**config.mk**
```make
export PLATFORM = sky130hd
export DESIGN_NAME = cache_ctrl_wb
export DESIGN_NICKNAME = d
export VERILOG_FILES = /design/src/rtl/cache_ctrl_wb.sv
export SDC_FILE = /design/constraint.sdc
export NUM_CORES = 1
export LEC_CHECK = 0
export CAP_MARGIN = 40
export CORE_AREA = 10 10 153 155
export DETAILED_ROUTE_END_ITERATION = 10
export DIE_AREA = 0 0 163 165
export PLACE_DENSITY = 0.78
export SLEW_MARGIN = 10
export SYNTH_ARGS = -nofsm -noshare
export SYNTH_HDL_FRONTEND = slang
export SYNTH_SLANG_ARGS = --single-unit
```
**constraint.sdc**
```tcl
create_clock -name CLK -period 11.9 [get_ports CLK]
set_clock_uncertainty 0.15 [all_clocks]
set_input_delay 1.785 -clock CLK [delete_from_list [all_inputs] [get_ports CLK]]
set_output_delay 1.785 -clock CLK [all_outputs]
set_load 0.005 [all_outputs]
```
**src/rtl/cache_ctrl_wb.sv**
```systemverilog
// cache_ctrl_wb
//   Write-back, write-allocate controller for a 256-line direct-mapped data
//   cache holding one 32-bit word per line. It sits between the CPU data port,
//   the cache array and main memory. Dirty victims are written back and missing
//   lines are refilled over a req/ack memory handshake. Hit, miss and
//   write-back statistics are kept in saturating counters.
//
// Ports
//   CLK, Reset                 clock; asynchronous active-high reset
//   cpu_req/we/addr/wdata      CPU access, held stable until cpu_ready
//   cpu_ready, cpu_rdata       access completion and load data
//   c_addr/we/wdata/dirty      cache array address and write port
//   c_hit/v/d/rdata/rep_tag    cache array lookup results at c_addr
//   mem_req/we/addr/wdata      memory request (we=1 write-back, we=0 refill)
//   mem_rdata, mem_ack         refill data and single-cycle completion pulse
//   hit_cnt/miss_cnt/wb_cnt    saturating statistics counters
module cache_ctrl_wb #(
  parameter int TAG_W   = 22,
  parameter int INDEX_W = 8,
  parameter int CNT_W   = 32
) (
  input  logic              CLK,
  input  logic              Reset,
  input  logic              cpu_req,
  input  logic              cpu_we,
  input  logic [31:0]       cpu_addr,
  input  logic [31:0]       cpu_wdata,
  output logic              cpu_ready,
  output logic [31:0]       cpu_rdata,
  output logic [31:0]       c_addr,
  output logic              c_we,
  output logic [31:0]       c_wdata,
  output logic              c_dirty,
  input  logic              c_hit,
  input  logic              c_v,
  input  logic              c_d,
  input  logic [31:0]       c_rdata,
  input  logic [TAG_W-1:0]  c_rep_tag,
  output logic              mem_req,
  output logic              mem_we,
  output logic [31:0]       mem_addr,
  output logic [31:0]       mem_wdata,
  input  logic [31:0]       mem_rdata,
  input  logic              mem_ack,
  output logic [CNT_W-1:0]  hit_cnt,
  output logic [CNT_W-1:0]  miss_cnt,
  output logic [CNT_W-1:0]  wb_cnt
);

  typedef enum logic [1:0] {COMPARE, WRITEBACK, ALLOCATE} state_t;

  state_t      state, next_state;
  logic [31:0] req_addr;
  logic        refilled;
  logic        miss_evt;
  logic        wb_evt;
  logic        refill_evt;

  // State register plus the miss address, refill flag and statistics.
  // The re-compare hit that follows a refill is not a real hit, so the
  // refilled flag suppresses hit_cnt for exactly that one completion.
  always_ff @(posedge CLK or posedge Reset) begin
    if (Reset) begin
      state    <= COMPARE;
      req_addr <= '0;
      refilled <= 1'b0;
      hit_cnt  <= '0;
      miss_cnt <= '0;
      wb_cnt   <= '0;
    end else begin
      state <= next_state;
      if (miss_evt)
        req_addr <= cpu_addr;
      if (refill_evt)
        refilled <= 1'b1;
      else if (cpu_ready)
        refilled <= 1'b0;
      if (cpu_ready && !refilled && hit_cnt != '1)
        hit_cnt <= hit_cnt + CNT_W'(1);
      if (miss_evt && miss_cnt != '1)
        miss_cnt <= miss_cnt + CNT_W'(1);
      if (wb_evt && wb_cnt != '1)
        wb_cnt <= wb_cnt + CNT_W'(1);
    end
  end

  // Next-state and output decode. Outside COMPARE the array is addressed by
  // the latched req_addr, so a misbehaving CPU cannot redirect the refill.
  always_comb begin
    next_state = state;
    cpu_ready  = 1'b0;
    cpu_rdata  = c_rdata;
    c_addr     = cpu_addr;
    c_we       = 1'b0;
    c_wdata    = cpu_wdata;
    c_dirty    = 1'b0;
    mem_req    = 1'b0;
    mem_we     = 1'b0;
    mem_addr   = {req_addr[31:2], 2'b00};
    mem_wdata  = '0;
    miss_evt   = 1'b0;
    wb_evt     = 1'b0;
    refill_evt = 1'b0;
    unique case (state)
      COMPARE: begin
        if (cpu_req) begin
          if (c_hit) begin
            cpu_ready = 1'b1;
            if (cpu_we) begin
              c_we    = 1'b1;
              c_dirty = 1'b1;
            end
          end else begin
            miss_evt   = 1'b1;
            next_state = (c_v && c_d) ? WRITEBACK : ALLOCATE;
          end
        end
      end
      WRITEBACK: begin
        // The victim's address is rebuilt from its resident tag.
        c_addr    = req_addr;
        mem_req   = 1'b1;
        mem_we    = 1'b1;
        mem_addr  = {c_rep_tag, req_addr[INDEX_W+1:2], 2'b00};
        mem_wdata = c_rdata;
        if (mem_ack) begin
          wb_evt     = 1'b1;
          next_state = ALLOCATE;
        end
      end
      ALLOCATE: begin
        c_addr  = req_addr;
        mem_req = 1'b1;
        c_wdata = mem_rdata;
        if (mem_ack) begin
          c_we       = 1'b1;
          refill_evt = 1'b1;
          next_state = COMPARE;
        end
      end
      default: next_state = COMPARE;
    endcase
  end

endmodule

```
==> results of run 1 <==
==> cells in the final DEF (no fill, tap or decap), types with 3 or more instances in the layout <==
| cell | count |
|---|---|
| and2_1 | 37 |
| a31oi_1 | 5 |
| nand2b_1 | 3 |
| and3_1 | 14 |
| clkdlybuf4s50_1 | 416 |
| nand3_1 | 37 |
| ha_1 | 5 |
| nor3_1 | 18 |
| bufinv_16 | 3 |
| nand2_1 | 138 |
| o211ai_1 | 3 |
| xor2_1 | 43 |
| a21oi_1 | 11 |
| dfrtp_1 | 131 |
| nor2_1 | 30 |
| nor4b_1 | 3 |
| inv_1 | 10 |
| xnor2_1 | 39 |
| inv_6 | 9 |
| buf_4 | 6 |
| nor3b_1 | 3 |
| nor2b_1 | 3 |
| nand4_1 | 26 |
| nor4_1 | 9 |
| mux2_2 | 89 |
| clkbuf_16 | 17 |
| and4_1 | 14 |
| o21a_1 | 3 |
==> state kept, by name (all words and copies together), names as in the netlist <==
signal	flops
hit_cnt	32
miss_cnt	32
refilled	1
req_addr	32
state	2
wb_cnt	32
==> final cells by class <==
cell class                 instances  area share (%)
tap                              270           2.720
sequential                       131           26.39
multi-input combinational        565           31.43
inverter                          11          0.3727
clock buffer                      17           3.425
clock inverter                    15           1.551
timing repair buffer             423           34.11
==> worst reg2reg max path: cells and delay by family, from the launching register on <==
| kind | cells | cell delay, ns |
|---|---|---|
| buffers and inverters | 1 | 0.09 |
| xor gates and xnor gates | 1 | 0.18 |
| adders and majority gates | 1 | 0.53 |
| DFF | 1 | 0.39 |
| and+or+nand+nor | 4 | 1.44 |
==> how the worst max path moves through the flow <==
| stage | start | to | cells after the start |
|---|---|---|---|
| 2_1_floorplan | Reset | hit_cnt[0]$_DFFE_PP0P_ | 1 |
| 3_3_place_gp | cpu_req | c_we | 5 |
| 3_5_place_dp | cpu_req | c_we | 5 |
| 4_1_cts | cpu_req | c_we | 5 |
| 5_1_grt | cpu_req | c_we | 5 |
| 6_report | cpu_req | c_we | 5 |
==> report_power, final <==
part	total (mW)	internal (mW)	switching (mW)
Combinational	0.864	0.536	0.328
Sequential	0.586	0.517	0.0690
Clock	0.552	0.335	0.217
Total	2.00	1.39	0.614
==> per-layer routing <==
layer / part of all wire [%] / wire length, µm / vias up / GRT usage (%)
met5: 0 / 0 / - / 0
met4: 0.91 / 267 / 0 / 4.754
met3: 10 / 3035 / 17 / 8.588
met2: 49 / 14440 / 316 / 34.52
met1: 39 / 11570 / 3369 / 24.14
li1: - / - / 3396 / -
==> logic make-up (layout without fill, tap and decap cells) <==
| logic type | count (synthesis) | count (layout) | share of synthesized area, % |
|---|---|---|---|
| mux | 90 | 90 | 13.23 |
| fa+ha+maj | 6 | 6 | 0.9808 |
| simple gates | 352 | 352 | 24.20 |
| buf+inv | 82 | 466 | 6.245 |
| xor+xnor | 82 | 82 | 9.384 |
| other cells | 1 | 2 | 0.04900 |
| flops | 131 | 131 | 42.83 |
| compound gates | 33 | 33 | 3.090 |
==> metrics.cfg, run 1 <==
[status]
outcome=complete, no violations

[cells_and_area]
final_core_util_pct=61.58
drive_gt1_share_pct=12.39
finalNetCount=1313
seqCellArea_mm2=0.003278
synthToLayoutAreaGrowth_pct=62.29
fin_area_mm2=0.01242
fin_cells=1432
multi_input_area_mm2=0.003904
fill_cells=1647
antenna_cells=0

[yosys]
synth.most_common_cell=nand2_1
avgSynthCellArea_um2=9.850
synth_edf_count=0
synth.yosys.warnings=0
yosys_register_bits=131
syn_area_mm2=0.007654
synth_cell_type_count=51
synth_top_cells_by_area=dfrtp_1 43%, mux2_2 13%, nand2_1 6.8%
syn_inst=777
synth.top_cells.by_count=138 x nand2_1, 131 x dfrtp_1, 89 x mux2_2
ys_async_sr_fraction_pct=100.0
yosys.area.top_type_share_pct=42.83
ys.flop_type=dfrtp_1
synth-seq-area-share_pct=42.83
synth_top_area_cell=dfrtp_1

[detailed_routing]
route.detailed.drc=0
wl_per_cell_um=20.47
dr.pass1.iters=5
dr.first_iter.drc_count=451
detail-route-antenna-nets=0
vias_per_cell=4.957
routed_wl_um=29320
vias=7098

[pwr]
ir_worst_vdd_mv=0.1338
powerDensity_mw_per_mm2=161.2
p_total_mw=2.003
p_leak_nw=5.318

[die]
io_pins=419
dieArea_mm2=0.02690
fp.dieW_um=163
die_y_um=165
design.core.area_mm2=0.02017
start_util_pct=37.95
rows=52

[clock_tree]
cts_hold_buf=0
cts_sinks=131
cts_buffers=17
cts_max_path_buffers=2
cts_setup_buffers=0
cts-root-buf=clkbuf_16
clk_latency_ns=0.42
ctsResizeCount=0
cts_tree=done
clk_pin_slew_ns=0.06
cts_max_level=4

[place]
port_buffers=416
dpl_cell_area_mm2=0.01180
pre_cts_ws_ns=6.560
post-place-cells=1400
routabilityCongestion=0.8854
dp_hpwl_um=23450

[timing]
worst_slew_pin_slew_ns=0.7510
slew_viol_final=0
fmax_ghz=0.1870
fin_hold_ws_ns=0.3382
grt_setup_unrepaired=no
layout_min_cycle_time_ns=5.348
maxSlewHeadroom_pct=49.56
setup_tns_ns=0
finalCritPeriodShare_pct=44.94
timing.final.ws_setup_ns=6.552
setup_violations=0
finalHoldViolCount=0

[global_routing]
grt_pass1_wl_um=43470
grt_start_max_net_pins=65
grt_overflow=0
grt_pass1_vias=7306
grtUsageTotal_pct=20.62
antenna_found_initial=0

[run]
maxCapViolations=0

[critical_path]
regToRegStartpoint=state[1]$_DFFE_PP0P_
cp_num_buf_inv=2
crit_required_ns=9.97
r2r_cells=7
cp_max_fo=5
start_kind=primary input
rrSetupSlack_ns=9.03
slowest_delay_ns=0.54
r2r-end=wb_cnt[19]$_DFFE_PP0P_
critPathKind=in -> out
path_cells=clkdlybuf4s50_1 > and3_1 > and2_1 > nand2b_1 > clkdlybuf4s50_1
cpLargestDelayFamily=buffers and inverters
cp_common_cell=clkdlybuf4s50_1
cp.arrival_ns=3.41
slowest_stage=clkdlybuf4s50_1
end_kind=output port

[worst_hold_path]
hold_path_class=reg -> reg
holdPathStages=2
worstHoldStart=req_addr[0]$_DFFE_PP0P_
holdPathEnd=req_addr[0]$_DFFE_PP0P_

Note: power is estimated with default switching activity, not from simulation.
==> inputs of run 2 (changes only) <==
Settings changed: CORE_AREA 10 10 153 155 to 10 10 154 156, DIE_AREA 0 0 163 165 to 0 0 164 166, PLACE_DENSITY 0.78 to 0.77.
Clock period 11.9 ns to 5.5 ns, I/O delays scaled along.
==> metrics.cfg, run 2 (same netlist as run 1, synthesis figures left out) <==
[timing]
fin_hold_ws_ns=0.3326
layout_min_cycle_time_ns=3.730
worst_slew_pin_slew_ns=0.7204
maxSlewHeadroom_pct=51.62
timing.final.ws_setup_ns=1.770
grt_setup_unrepaired=no
setup_tns_ns=0
setup_violations=0
finalHoldViolCount=0
finalCritPeriodShare_pct=67.82
slew_viol_final=0
fmax_ghz=0.2681

[clock_tree]
cts_setup_buffers=0
cts_max_level=4
cts_sinks=131
clk_pin_slew_ns=0.06
cts_tree=done
clk_latency_ns=0.42
cts_hold_buf=0
cts_max_path_buffers=2
cts-root-buf=clkbuf_16
ctsResizeCount=0
cts_buffers=17

[cells_and_area]
final_common_cell=clkdlybuf4s50_1
fill_cells=1769
antenna_cells=0
finalNetCount=1313
drive_gt1_share_pct=12.00
final_cell_mix=416 x clkdlybuf4s50_1, 138 x nand2_1, 131 x dfrtp_1, 89 x mux2_2, 43 x xor2_1
synthToLayoutAreaGrowth_pct=61.53

[worst_hold_path]
hold_path_class=reg -> reg

[place]
routabilityCongestion=0.8464
dp_hpwl_um=23560
pre_cts_ws_ns=2.042
port_buffers=416

[pwr]
p_sw_share_pct=30.00
p_leak_nw=5.288
pwr-share-clk_pct=25.7
p_sw_mw=1.263
p_int_mw=2.946
combPwrFrac_pct=43.8
seqPwrFrac_pct=30.5
p_total_mw=4.209
powerDensity_mw_per_mm2=340.4
ir_worst_vdd_mv=0.2332

[critical_path]
path_cells=inv_1 > ha_2 > buf_4 > mux2_2 > clkdlybuf4s50_1
end_kind=output port
cp.arrival_ns=2.76
slowest_delay_ns=0.51
crit_required_ns=4.53
slowest_stage=ha_2
start_kind=flop
critPathKind=reg -> out
cp_max_fo=35

[detailed_routing]
vias_per_cell=5.003
vias=7170
dr.first_iter.drc_count=450
routed_wl_um=29130
route.detailed.drc=0
detail-route-antenna-nets=0
dr.pass1.iters=5
wl_per_cell_um=20.33

[die]
rows=53
start_util_pct=36.99
die_y_um=166
dieArea_mm2=0.02722
fp.dieW_um=164
io_pins=419
design.core.area_mm2=0.02069

[status]
outcome=complete, no violations

[global_routing]
grtUsageTotal_pct=20.48
grt_pass1_vias=7438
antenna_found_initial=0
grt_start_max_net_pins=91
grt_overflow=0
grt_pass1_wl_um=43660

[run]
maxCapViolations=0

==> run 2: cell count changes in the layout (fill, tap and decap cells not counted) <==
cell / delta
inv_6: -8
clkinv_2: +2
bufinv_16: -1
clkbuf_1: +1
clkbuf_8: +1
clkinv_4: +1
==> run 2: layout make-up <==
class	count	area, µm²	share of cell area (%)
sequential	131	3278	26.52
tap	275	344.1	2.783
inverter	11	46.29	0.3745
multi-input combinational	565	3904	31.58
clock inverter	9	111.4	0.9007
clock buffer	19	442.9	3.583
timing repair buffer	423	4237	34.27
==> run 2: worst paths after layout <==
kind / startpoint / end / slack, ns / depth (start not counted)
max in group asynchronous: Reset / wb_cnt[14]$_DFFE_PP0P_ / 3.57 / 4
min in group asynchronous: Reset / wb_cnt[25]$_DFFE_PP0P_ / 0.74 / 3
max: state[1]$_DFFE_PP0P_ / mem_addr[30] / 1.77 / 5
max reg2reg: state[1]$_DFFE_PP0P_ / wb_cnt[19]$_DFFE_PP0P_ / 2.70 / 7
min reg2reg: req_addr[0]$_DFFE_PP0P_ / req_addr[0]$_DFFE_PP0P_ / 0.33 / 2
min: req_addr[0]$_DFFE_PP0P_ / req_addr[0]$_DFFE_PP0P_ / 0.33 / 2
==> run 2: layer usage <==
metal | up-vias | part of all wire (%) | global-route usage [%]
met3 | 30 | 9.9 | 7.709
met1 | 3453 | 39 | 23.11
li1 | 3386 | - | -
met2 | 301 | 49 | 35.21
met4 | 0 | 1.6 | 5.597
met5 | - | 0 | 0
==> run 2: power by group through the flow <==
stage	registers [mW]	clock network [mW]	logic, mW
global placement	1.29	0	1.85
detailed placement	1.29	0	1.86
finish	1.28	1.08	1.84
CTS	1.28	1.10	1.88
global route	1.30	1.15	1.99
floorplan	1.24	0	0.810
==> run 2: critical path, delay by kind of cell (launching register included) <==
family,cells,cell delay (ns)
mux,1,0.38
flops,1,0.40
buf+inv,3,1.03
fa+ha+maj,1,0.51
==> run 2: metrics by stage <==
step	utilization [%]	area, µm²	instances
3_3_place_gp	56.94	11780	1404
6_report	59.75	12360	1433
4_1_cts	59.62	12340	1432
3_5_place_dp	56.94	11780	1404
2_1_floorplan	-	7657	778
5_1_grt	59.75	12360	1433
